$ cat src/rtl/zest_spi_arb_if.sv
// zest_spi_arb_if: host, poll-table and SPI-master signals around the SPI arbiter
interface zest_spi_arb_if #(
  parameter int DW     = 32,
  parameter int N_POLL = 4,
  parameter int PAW    = 2
);
  logic                 host_req_valid;
  logic                 host_req_ready;
  logic [DW-1:0]        host_req_data;
  logic                 host_resp_valid;
  logic [DW-1:0]        host_resp_data;
  logic                 host_resp_err;
  logic                 poll_enable;
  logic [N_POLL*DW-1:0] poll_cmd;
  logic                 poll_we;
  logic [PAW-1:0]       poll_addr;
  logic [DW-1:0]        poll_data;
  logic [7:0]           poll_overrun;
  logic                 spi_start;
  logic [DW-1:0]        spi_tx;
  logic                 spi_busy;
  logic                 spi_done;
  logic [DW-1:0]        spi_rx;
  modport master (
    input  host_req_valid, host_req_data, poll_enable, poll_cmd, spi_busy, spi_done, spi_rx,
    output host_req_ready, host_resp_valid, host_resp_data, host_resp_err,
           poll_we, poll_addr, poll_data, poll_overrun, spi_start, spi_tx
  );
  modport slave (
    output host_req_valid, host_req_data, poll_enable, poll_cmd, spi_busy, spi_done, spi_rx,
    input  host_req_ready, host_resp_valid, host_resp_data, host_resp_err,
           poll_we, poll_addr, poll_data, poll_overrun, spi_start, spi_tx
  );
endinterface

$ cat src/rtl/zest_spi_arb.sv
// zest_spi_arb: shares one SPI engine between host commands and a periodic register poller
module zest_spi_arb #(
  parameter int DW          = 32,
  parameter int N_POLL      = 4,
  parameter int PAW         = 2,
  parameter int POLL_PERIOD = 65536,
  parameter int TIMEOUT     = 4096
) (
  input logic            lb_clk,
  input logic            rst_n,
  zest_spi_arb_if.master bus
);
  localparam int TW = $clog2(POLL_PERIOD);
  localparam int CW = $clog2(TIMEOUT);
  localparam logic [DW-1:0] ERR_WORD = DW'(32'hDEADBEEF);
  typedef enum logic [1:0] {IDLE, ISSUE, WAIT, RESP} state_t;
  state_t          r_state, w_next;
  logic [TW-1:0]   r_timer;
  logic [CW-1:0]   r_tcnt;
  logic            r_pending, r_last_host, r_owner_host, r_err;
  logic [7:0]      r_overrun;
  logic [PAW-1:0]  r_idx;
  logic [DW-1:0]   r_tx, r_data;
  logic            w_tick, w_host_gnt, w_poll_gnt, w_timeout, w_resp;
  assign w_tick     = bus.poll_enable && r_timer == TW'(POLL_PERIOD - 1);
  // on contention the grant goes to whoever was not served last
  assign w_host_gnt = r_state == IDLE && bus.host_req_valid && (!r_pending || !r_last_host);
  assign w_poll_gnt = r_state == IDLE && r_pending && (!bus.host_req_valid || r_last_host);
  assign w_timeout  = r_tcnt == CW'(TIMEOUT - 1);
  assign w_resp     = r_state == RESP;
  always_comb begin
    w_next = r_state;
    case (r_state)
      IDLE:    w_next = (w_host_gnt || w_poll_gnt) ? ISSUE : IDLE;
      ISSUE:   w_next = bus.spi_busy ? ISSUE : WAIT;
      WAIT:    w_next = (bus.spi_done || w_timeout) ? RESP : WAIT;
      default: w_next = IDLE;
    endcase
  end
  assign bus.host_req_ready  = rst_n && w_host_gnt;
  assign bus.spi_start       = r_state == ISSUE && !bus.spi_busy;
  assign bus.spi_tx          = r_tx;
  assign bus.host_resp_valid = w_resp && r_owner_host;
  assign bus.host_resp_data  = bus.host_resp_valid ? r_data : '0;
  assign bus.host_resp_err   = bus.host_resp_valid && r_err;
  assign bus.poll_we         = w_resp && !r_owner_host;
  assign bus.poll_addr       = bus.poll_we ? r_idx : '0;
  assign bus.poll_data       = bus.poll_we ? r_data : '0;
  assign bus.poll_overrun    = r_overrun;
  always_ff @(posedge lb_clk or negedge rst_n) begin
    if (!rst_n) begin
      r_state      <= IDLE;
      r_timer      <= '0;
      r_tcnt       <= '0;
      r_pending    <= 1'b0;
      r_last_host  <= 1'b0;
      r_owner_host <= 1'b0;
      r_err        <= 1'b0;
      r_overrun    <= '0;
      r_idx        <= '0;
      r_tx         <= '0;
      r_data       <= '0;
    end else begin
      r_state   <= w_next;
      r_timer   <= (!bus.poll_enable || w_tick) ? '0 : r_timer + 1'b1;
      // a tick landing on a poll grant re-arms pending instead of being consumed
      r_pending <= bus.poll_enable && (w_tick || (r_pending && !w_poll_gnt));
      if (w_tick && r_pending && !w_poll_gnt && r_overrun != 8'hFF)
        r_overrun <= r_overrun + 8'd1;
      if (w_host_gnt || w_poll_gnt) begin
        r_tx         <= w_host_gnt ? bus.host_req_data : bus.poll_cmd[32'(r_idx)*DW +: DW];
        r_owner_host <= w_host_gnt;
        r_last_host  <= w_host_gnt;
      end
      r_tcnt <= (r_state == WAIT) ? r_tcnt + 1'b1 : '0;
      if (r_state == WAIT && (bus.spi_done || w_timeout)) begin
        r_data <= bus.spi_done ? bus.spi_rx : ERR_WORD;
        r_err  <= !bus.spi_done;
      end
      if (bus.poll_we)
        r_idx <= (32'(r_idx) == N_POLL - 1) ? '0 : r_idx + 1'b1;
    end
  end
endmodule

$ cat src/flat_wrapper.sv
// flat-port wrapper written by rule: the top's interface ports become plain ports
module zest_spi_arb_flat 
#(
  parameter int DW          = 32,
  parameter int N_POLL      = 4,
  parameter int PAW         = 2,
  parameter int POLL_PERIOD = 65536,
  parameter int TIMEOUT     = 4096
)
  (lb_clk, rst_n, bus_host_req_valid, bus_host_req_data, bus_poll_enable, bus_poll_cmd, bus_spi_busy, bus_spi_done, bus_spi_rx, bus_host_req_ready, bus_host_resp_valid, bus_host_resp_data, bus_host_resp_err, bus_poll_we, bus_poll_addr, bus_poll_data, bus_poll_overrun, bus_spi_start, bus_spi_tx);
  zest_spi_arb_if #(.DW(DW), .N_POLL(N_POLL), .PAW(PAW)) bus_i ();
  input logic lb_clk;
  input logic rst_n;
  input wire logic [$bits(bus_i.host_req_valid)-1:0] bus_host_req_valid;
  input wire logic [$bits(bus_i.host_req_data)-1:0] bus_host_req_data;
  input wire logic [$bits(bus_i.poll_enable)-1:0] bus_poll_enable;
  input wire logic [$bits(bus_i.poll_cmd)-1:0] bus_poll_cmd;
  input wire logic [$bits(bus_i.spi_busy)-1:0] bus_spi_busy;
  input wire logic [$bits(bus_i.spi_done)-1:0] bus_spi_done;
  input wire logic [$bits(bus_i.spi_rx)-1:0] bus_spi_rx;
  output wire logic [$bits(bus_i.host_req_ready)-1:0] bus_host_req_ready;
  output wire logic [$bits(bus_i.host_resp_valid)-1:0] bus_host_resp_valid;
  output wire logic [$bits(bus_i.host_resp_data)-1:0] bus_host_resp_data;
  output wire logic [$bits(bus_i.host_resp_err)-1:0] bus_host_resp_err;
  output wire logic [$bits(bus_i.poll_we)-1:0] bus_poll_we;
  output wire logic [$bits(bus_i.poll_addr)-1:0] bus_poll_addr;
  output wire logic [$bits(bus_i.poll_data)-1:0] bus_poll_data;
  output wire logic [$bits(bus_i.poll_overrun)-1:0] bus_poll_overrun;
  output wire logic [$bits(bus_i.spi_start)-1:0] bus_spi_start;
  output wire logic [$bits(bus_i.spi_tx)-1:0] bus_spi_tx;
  assign bus_i.host_req_valid = bus_host_req_valid;
  assign bus_i.host_req_data = bus_host_req_data;
  assign bus_i.poll_enable = bus_poll_enable;
  assign bus_i.poll_cmd = bus_poll_cmd;
  assign bus_i.spi_busy = bus_spi_busy;
  assign bus_i.spi_done = bus_spi_done;
  assign bus_i.spi_rx = bus_spi_rx;
  assign bus_host_req_ready = bus_i.host_req_ready;
  assign bus_host_resp_valid = bus_i.host_resp_valid;
  assign bus_host_resp_data = bus_i.host_resp_data;
  assign bus_host_resp_err = bus_i.host_resp_err;
  assign bus_poll_we = bus_i.poll_we;
  assign bus_poll_addr = bus_i.poll_addr;
  assign bus_poll_data = bus_i.poll_data;
  assign bus_poll_overrun = bus_i.poll_overrun;
  assign bus_spi_start = bus_i.spi_start;
  assign bus_spi_tx = bus_i.spi_tx;
  zest_spi_arb #(.DW(DW), .N_POLL(N_POLL), .PAW(PAW), .POLL_PERIOD(POLL_PERIOD), .TIMEOUT(TIMEOUT)) u_core (.lb_clk(lb_clk), .rst_n(rst_n), .bus(bus_i));
endmodule
$ cat config.mk
export PLATFORM = sky130hd
export DESIGN_NAME = zest_spi_arb_flat
export DESIGN_NICKNAME = d
export VERILOG_FILES = /design/src/rtl/zest_spi_arb_if.sv /design/src/rtl/zest_spi_arb.sv /design/src/flat_wrapper.sv
export SDC_FILE = /design/constraint.sdc
export NUM_CORES = 1
export LEC_CHECK = 0
export ABC_CLOCK_PERIOD_IN_PS = 2850
export CORE_AREA = 2 2 121 123
export CTS_BUF_LIST = sky130_fd_sc_hd__clkbuf_8
export DETAILED_ROUTE_END_ITERATION = 7
export DIE_AREA = 0 0 123 125
export DONT_BUFFER_PORTS = 1
export SLEW_MARGIN = 0
export SYNTH_ARGS = -nofsm -noshare
export SYNTH_HDL_FRONTEND = slang
export SYNTH_SLANG_ARGS = --single-unit
export TNS_END_PERCENT = 1
$ cat constraint.sdc
create_clock -name lb_clk -period 2.85 [get_ports lb_clk]
set_input_delay 0.285 -clock lb_clk [delete_from_list [all_inputs] [get_ports lb_clk]]
set_output_delay 0.285 -clock lb_clk [all_outputs]
set_load 0.005 [all_outputs]
==> results of run 1 <==
==> worst max path at each step <==
stage / from / endpoint / slack (ns) / depth (start not counted)
2_1_floorplan: u_core.r_timer[0] / u_core.bus.poll_overrun[1] / 0.64 / 6
3_3_place_gp: u_core.r_timer[0] / u_core.bus.poll_overrun[1] / 0.54 / 5
3_5_place_dp: u_core.r_timer[0] / u_core.bus.poll_overrun[1] / 0.48 / 5
4_1_cts: u_core.r_timer[0] / u_core.bus.poll_overrun[1] / 0.48 / 5
5_1_grt: u_core.r_state[1] / bus_host_resp_err / 0.35 / 2
6_report: u_core.r_timer[0] / u_core.bus.poll_overrun[1] / 0.48 / 5
==> cell usage in the layout (no fill, tap or decap), types with 3 or more instances in the layout <==
master	count
dfrtp_1	106
and2_1	70
nand2_1	44
o21ai_0	36
mux4_2	32
mux2i_1	32
nor2_1	26
o22a_1	24
dlygate4sd3_1	18
xor2_1	17
nand3_1	11
nand4_1	10
xnor2_1	10
clkbuf_8	10
diode_2	8
a22o_1	8
buf_4	7
nor4_1	6
and4_1	5
and3_1	5
a21oi_1	5
inv_1	4
nor3_1	4
ha_1	4
or3_1	3
==> through the flow <==
| stage | utilization (%) | area [um^2] |
|---|---|---|
| after floorplan | - | 5840 |
| after global placement | 42.3 | 6000 |
| after detailed placement | 42.3 | 6000 |
| after CTS | 44.7 | 6350 |
| after global routing | 45.3 | 6440 |
| final | 45.3 | 6440 |
==> kinds of logic after synthesis <==
logic type               count (synthesis)  share of synthesized area [%]
multiplexers                            67                           18.5
XOR/XNOR                                27                           4.05
buffers and inverters                   43                           2.89
AND/OR/NAND/NOR                        201                           18.8
AO/OA/AOI/OAI                           79                           9.06
adder cells (fa/ha/maj)                  4                          0.857
flip-flops                             107                           45.9
==> registers in the layout, indices dropped and copies added (netlist names) <==
| register | cells |
|---|---|
| u_core.bus.spi_tx | 32 |
| u_core.r_data | 32 |
| u_core.r_timer | 16 |
| u_core.r_tcnt | 12 |
| u_core.bus.poll_overrun | 8 |
| u_core.r_idx | 2 |
| u_core.r_state | 2 |
| u_core.r_err | 1 |
| u_core.r_last_host | 1 |
| u_core.r_pending | 1 |
==> final cells by class <==
cell class              instances  area, um^2  area share (%)
diodes                          8        20.0           0.311
clock buffers                  10         138            2.14
clock inverters                 5        68.8            1.07
inverters                       4        15.0           0.233
multi-input cells             378        3010            46.7
flip-flops and latches        107        2680            41.6
well taps                     184         230            3.58
repair buffers                 27         280            4.35
==> timing repair <==
action | CTS | global route
hold buffers | 12 | 7
endpoints found under the hold margin | 117 | 7
setup endpoints to repair | 0 | 0
==> routing by layer <==
layer,global-route usage (%),wire (um),vias to the layer above
met3,7.44,1100,30
met4,10.6,624,0
met1,26.3,6370,2065
li1,-,-,1905
met5,0,0,-
met2,36.0,8630,174
==> power by group <==
part           leakage (nW)  internal [mW]  switching (mW)
logic                  1.16          0.847           0.722
registers              1.35           1.99           0.534
clock network         0.103          0.442           0.555
total                  2.61           3.28            1.81
==> impl_metrics.ini, run 1 <==
[cts]
clk_pin_slew_ns = 0.11
htreeDepth = 3
cts_root_buf = clkbuf_8
clock_latency_ns = 0.38
clockBufferDepth = 2
cts_buffers = 9
cts_tree = yes
cts_setup_buffers = 0
clock_sinks = 107
cts_resized = 0

[drt]
vias = 4174
drt_wl_total_um = 16700
drtIter0Drc = 218
route.detailed.drc = 0
post_drt_wl_per_cell_um = 23.1
vias_per_cell = 5.77
ant_nets = 0
dr.pass1.iters = 4

[synth]
avgSynthCellArea_um2 = 11.1
synth_common_cells = 107 x dfrtp_1, 71 x and2_1, 44 x nand2_1
synth_flop_cell = dfrtp_1
synth-seq-cells = 107
synth_most_common_cell = dfrtp_1
yosysTopAreaCell = dfrtp_1
syn-num-nets = 730
async_flop_share_pct = 100
syn_inst = 528
synth-seq-area-share_pct = 45.9
synth.area.top_cells = dfrtp_1 46%, mux4_2 12%, and2_1 7.6%
synth_cell_types = 41
yosysTopAreaCellShare_pct = 45.9
syn_area_um2 = 5840
ys.warnings.count = 0
synth-edff-count = 0

[sta]
holdWs_ns = 0.0309
hold_viol = 0
finalSetupTns_ns = 0
rsz0062_at_grt = false
setup_viol = 0
maxSlewViolCount = 0
post-route-period-util_pct = 83.1
setup_slack_ns = 0.483
tightest_slew_ns = 0.937
final.setup_skew_ns = 0.0198
fmax_mhz = 422
maxSlewHeadroom_pct = 37.5
min_period_ns = 2.37

[placed_design]
io_buffers = 0
dpl.hpwl_um = 12800
gp_congestion = 0.864
dpl.cell_count = 681
place_ws_ns = 0.479

[worst_setup_path]
cp_max_fo = 10
end_kind = register
crit_chain = ha_1 -> nand4_2 -> or4_1 -> or3_4 -> mux2_4
setup.worst_path.start_class = register
r2r_start = u_core.r_timer[0]
crit_slowest_cell = or4_1
required_ns = 3.12
crit_arrival_ns = 2.63
critPathKind = register to register
critical_path_buf_inv_count = 0
crit_family = simple AND/OR/NAND/NOR gates
r2r_end = u_core.bus.poll_overrun[1]
reg2regPathDepth = 5
rrSetupSlack_ns = 0.48
slowest_delay_ns = 0.72

[global_routing]
grt_pass1_vias = 4320
antenna_found_initial = 9
grtUsageTotal_pct = 22.1
grt_max_degree = 108
gr-total-overflow = 0
grt_pass1_wl_um = 25400

[job]
maxCapViolCount = 0

[power]
ir_drop_uv = 318
p_per_area_nw_per_um2 = 791
p_leak_nw = 2.61
fin_total_pwr_mw = 5.09

[floorplanning]
dieHeight_um = 125
initial_core_util_pct = 41.1
die_w_um = 123
die_area_um2 = 15400
coreArea_um2 = 14200
boundaryPins = 309
fp-row-count = 44

[finish]
fin_cells = 723
fill_cells = 1319
area.growth.synth_to_final_pct = 10.3
layout-drive-gt1-share_pct = 12.6
num-nets-final = 729

[min_path]
worst_hold_path_type = primary input to register
min_to = u_core.r_data[20]
min_from = bus_spi_rx[20]
min_path_cells = 1

[run_status]
status = finished clean
Note: power is estimated with default switching activity, not from simulation.
==> inputs of run 2 (changes only) <==
--- a/config.mk
+++ b/config.mk
@@ -5,7 +5,7 @@
 export SDC_FILE = /design/constraint.sdc
 export NUM_CORES = 1
 export LEC_CHECK = 0
-export ABC_CLOCK_PERIOD_IN_PS = 2850
+export ABC_CLOCK_PERIOD_IN_PS = 2300
 export CORE_AREA = 2 2 121 123
 export CTS_BUF_LIST = sky130_fd_sc_hd__clkbuf_8
 export DETAILED_ROUTE_END_ITERATION = 7
==> constraint.sdc (replaced) <==
create_clock -name lb_clk -period 2.3 [get_ports lb_clk]
set_input_delay 0.23 -clock lb_clk [delete_from_list [all_inputs] [get_ports lb_clk]]
set_output_delay 0.23 -clock lb_clk [all_outputs]
set_load 0.005 [all_outputs]
==> impl_metrics.ini, run 2 (synthesis results as in run 1) <==
[placed_design]
gp_congestion = 0.876
dpl.cell_count = 690
postPlaceCellArea_um2 = 6110
io_buffers = 0
dpl.hpwl_um = 12800

[worst_setup_path]
setup.worst_path.start_class = register
crit_arrival_ns = 2.40
cp_max_fo = 3
end_kind = register
critPathKind = register to register
rrSetupSlack_ns = 0.17
required_ns = 2.57

[finish]
layout_common_cells = 106 x dfrtp_1, 70 x and2_1, 44 x nand2_1, 36 x o21ai_0, 34 x dlygate4sd3_1
fin_area_um2 = 6660
fill_cells = 1299
num-nets-final = 753
multi_input_area_um2 = 3010
regArea_um2 = 2680
fin_cells = 744
area.growth.synth_to_final_pct = 14.0
fin_util_pct = 46.9
layout_commonest_cell = dfrtp_1
layout-drive-gt1-share_pct = 13.2

[sta]
hold_viol = 107
final.setup_skew_ns = 0.0117
maxSlewViolCount = 0
tightest_slew_ns = 0.668
min_period_ns = 2.13
finalSetupTns_ns = 0
maxSlewHeadroom_pct = 55.1
setup_viol = 0
fmax_mhz = 469
rsz0062_at_grt = false
post-route-period-util_pct = 92.6
holdWs_ns = -0.462

[cts]
cts_hold_buffers = 34
cts_setup_buffers = 0
cts_buffers = 9
clock_latency_ns = 0.37
clk_pin_slew_ns = 0.10
clockBufferDepth = 2
cts_tree = yes
clock_sinks = 107
cts_root_buf = clkbuf_8
htreeDepth = 3

[drt]
drt_wl_total_um = 16700
dr.pass1.iters = 4
ant_nets = 0
post_drt_wl_per_cell_um = 22.5
drtIter0Drc = 249
route.detailed.drc = 0
vias_per_cell = 5.83
vias = 4340

[floorplanning]
fp-row-count = 44
coreArea_um2 = 14200
dieHeight_um = 125
boundaryPins = 309
die_w_um = 123
initial_core_util_pct = 41.1
die_area_um2 = 15400

[power]
switchingPower_mw = 2.15
power.share.clock_pct = 18.0
p_per_area_nw_per_um2 = 946
ir_drop_uv = 412
internal_power_mw = 4.14
combPwrFrac_pct = 33.1
p_sw_share_pct = 34.2
p_leak_nw = 2.72
power_frac_seq_pct = 48.9

[global_routing]
grt_pass1_vias = 4502
antenna_found_initial = 6
grt_pass1_wl_um = 25600
gr-total-overflow = 0
grtUsageTotal_pct = 22.1
grt_max_degree = 109

[run_status]
status = finished, violations left
violations = negative hold slack

[job]
maxCapViolCount = 0

[min_path]
worst_hold_path_type = primary input to asynchronous set/reset pin
-- run 2: layout make-up --
cell class / count / area share (%)
inverters: 4 / 0.226
clock buffers: 10 / 2.07
clock inverters: 4 / 0.696
multi-input cells: 378 / 45.3
repair buffers: 51 / 7.78
flip-flops and latches: 107 / 40.3
diodes: 6 / 0.226
well taps: 184 / 3.46
-- run 2: critical path, cell delays in order (launching register included) --
cell and delay [ns]:
dfrtp_1 0.39, ha_1 0.23, nand4_2 0.12, or4_1 0.56
or3_4 0.42, mux2_4 0.30
-- run 2: worst paths after layout --
check,start,endpoint,cells past startpoint
max reg2reg,u_core.r_timer[1],u_core.bus.poll_overrun[1],5
min in group lb_clk,bus_host_req_data[3],u_core.bus.spi_tx[3],2
min reg2reg,u_core.r_tcnt[0],u_core.r_tcnt[0],1
min,rst_n,u_core.bus.poll_overrun[4],0
max in group asynchronous,rst_n,u_core.r_timer[12],0
max,u_core.r_timer[1],u_core.bus.poll_overrun[1],5
-- run 2: what timing repair did --
| item | 4_1_cts | 5_1_grt |
|---|---|---|
| gates resized for setup | 0 | 1 |
| setup endpoints to repair | 0 | 1 |
| hold endpoints to repair | 141 | 107 |
-- run 2: per-stage QoR --
stage                     hold WS, ns  total power [mW]  setup slack (ns)
after floorplan               -0.0656              4.51            0.0901
after global placement        -0.0600              5.09             0.221
after detailed placement      -0.0595              5.17             0.173
after CTS                      -0.487              6.36             0.165
after global routing           -0.500              6.71            0.0168
final                          -0.462              6.29             0.169
-- run 2: power groups by stage --
stage               clock network (mW)  logic (mW)  registers (mW)
finish                            1.13        2.08            3.08
global route                      1.26        2.31            3.13
CTS                               1.19        2.10            3.08
detailed placement                   0        2.05            3.12
global placement                     0        1.99            3.10
floorplan                            0        1.72            2.80
-- run 2: per-layer routing --
metal | share of wire (%) | global-route usage [%] | vias to the layer above | wire length (um)
li1 | - | - | 1944 | -
met3 | 6.7 | 7.07 | 51 | 1110
met5 | 0 | 0 | - | 0
met4 | 5.9 | 12.5 | 0 | 985
met1 | 37 | 26.0 | 2151 | 6180
met2 | 51 | 35.3 | 194 | 8450
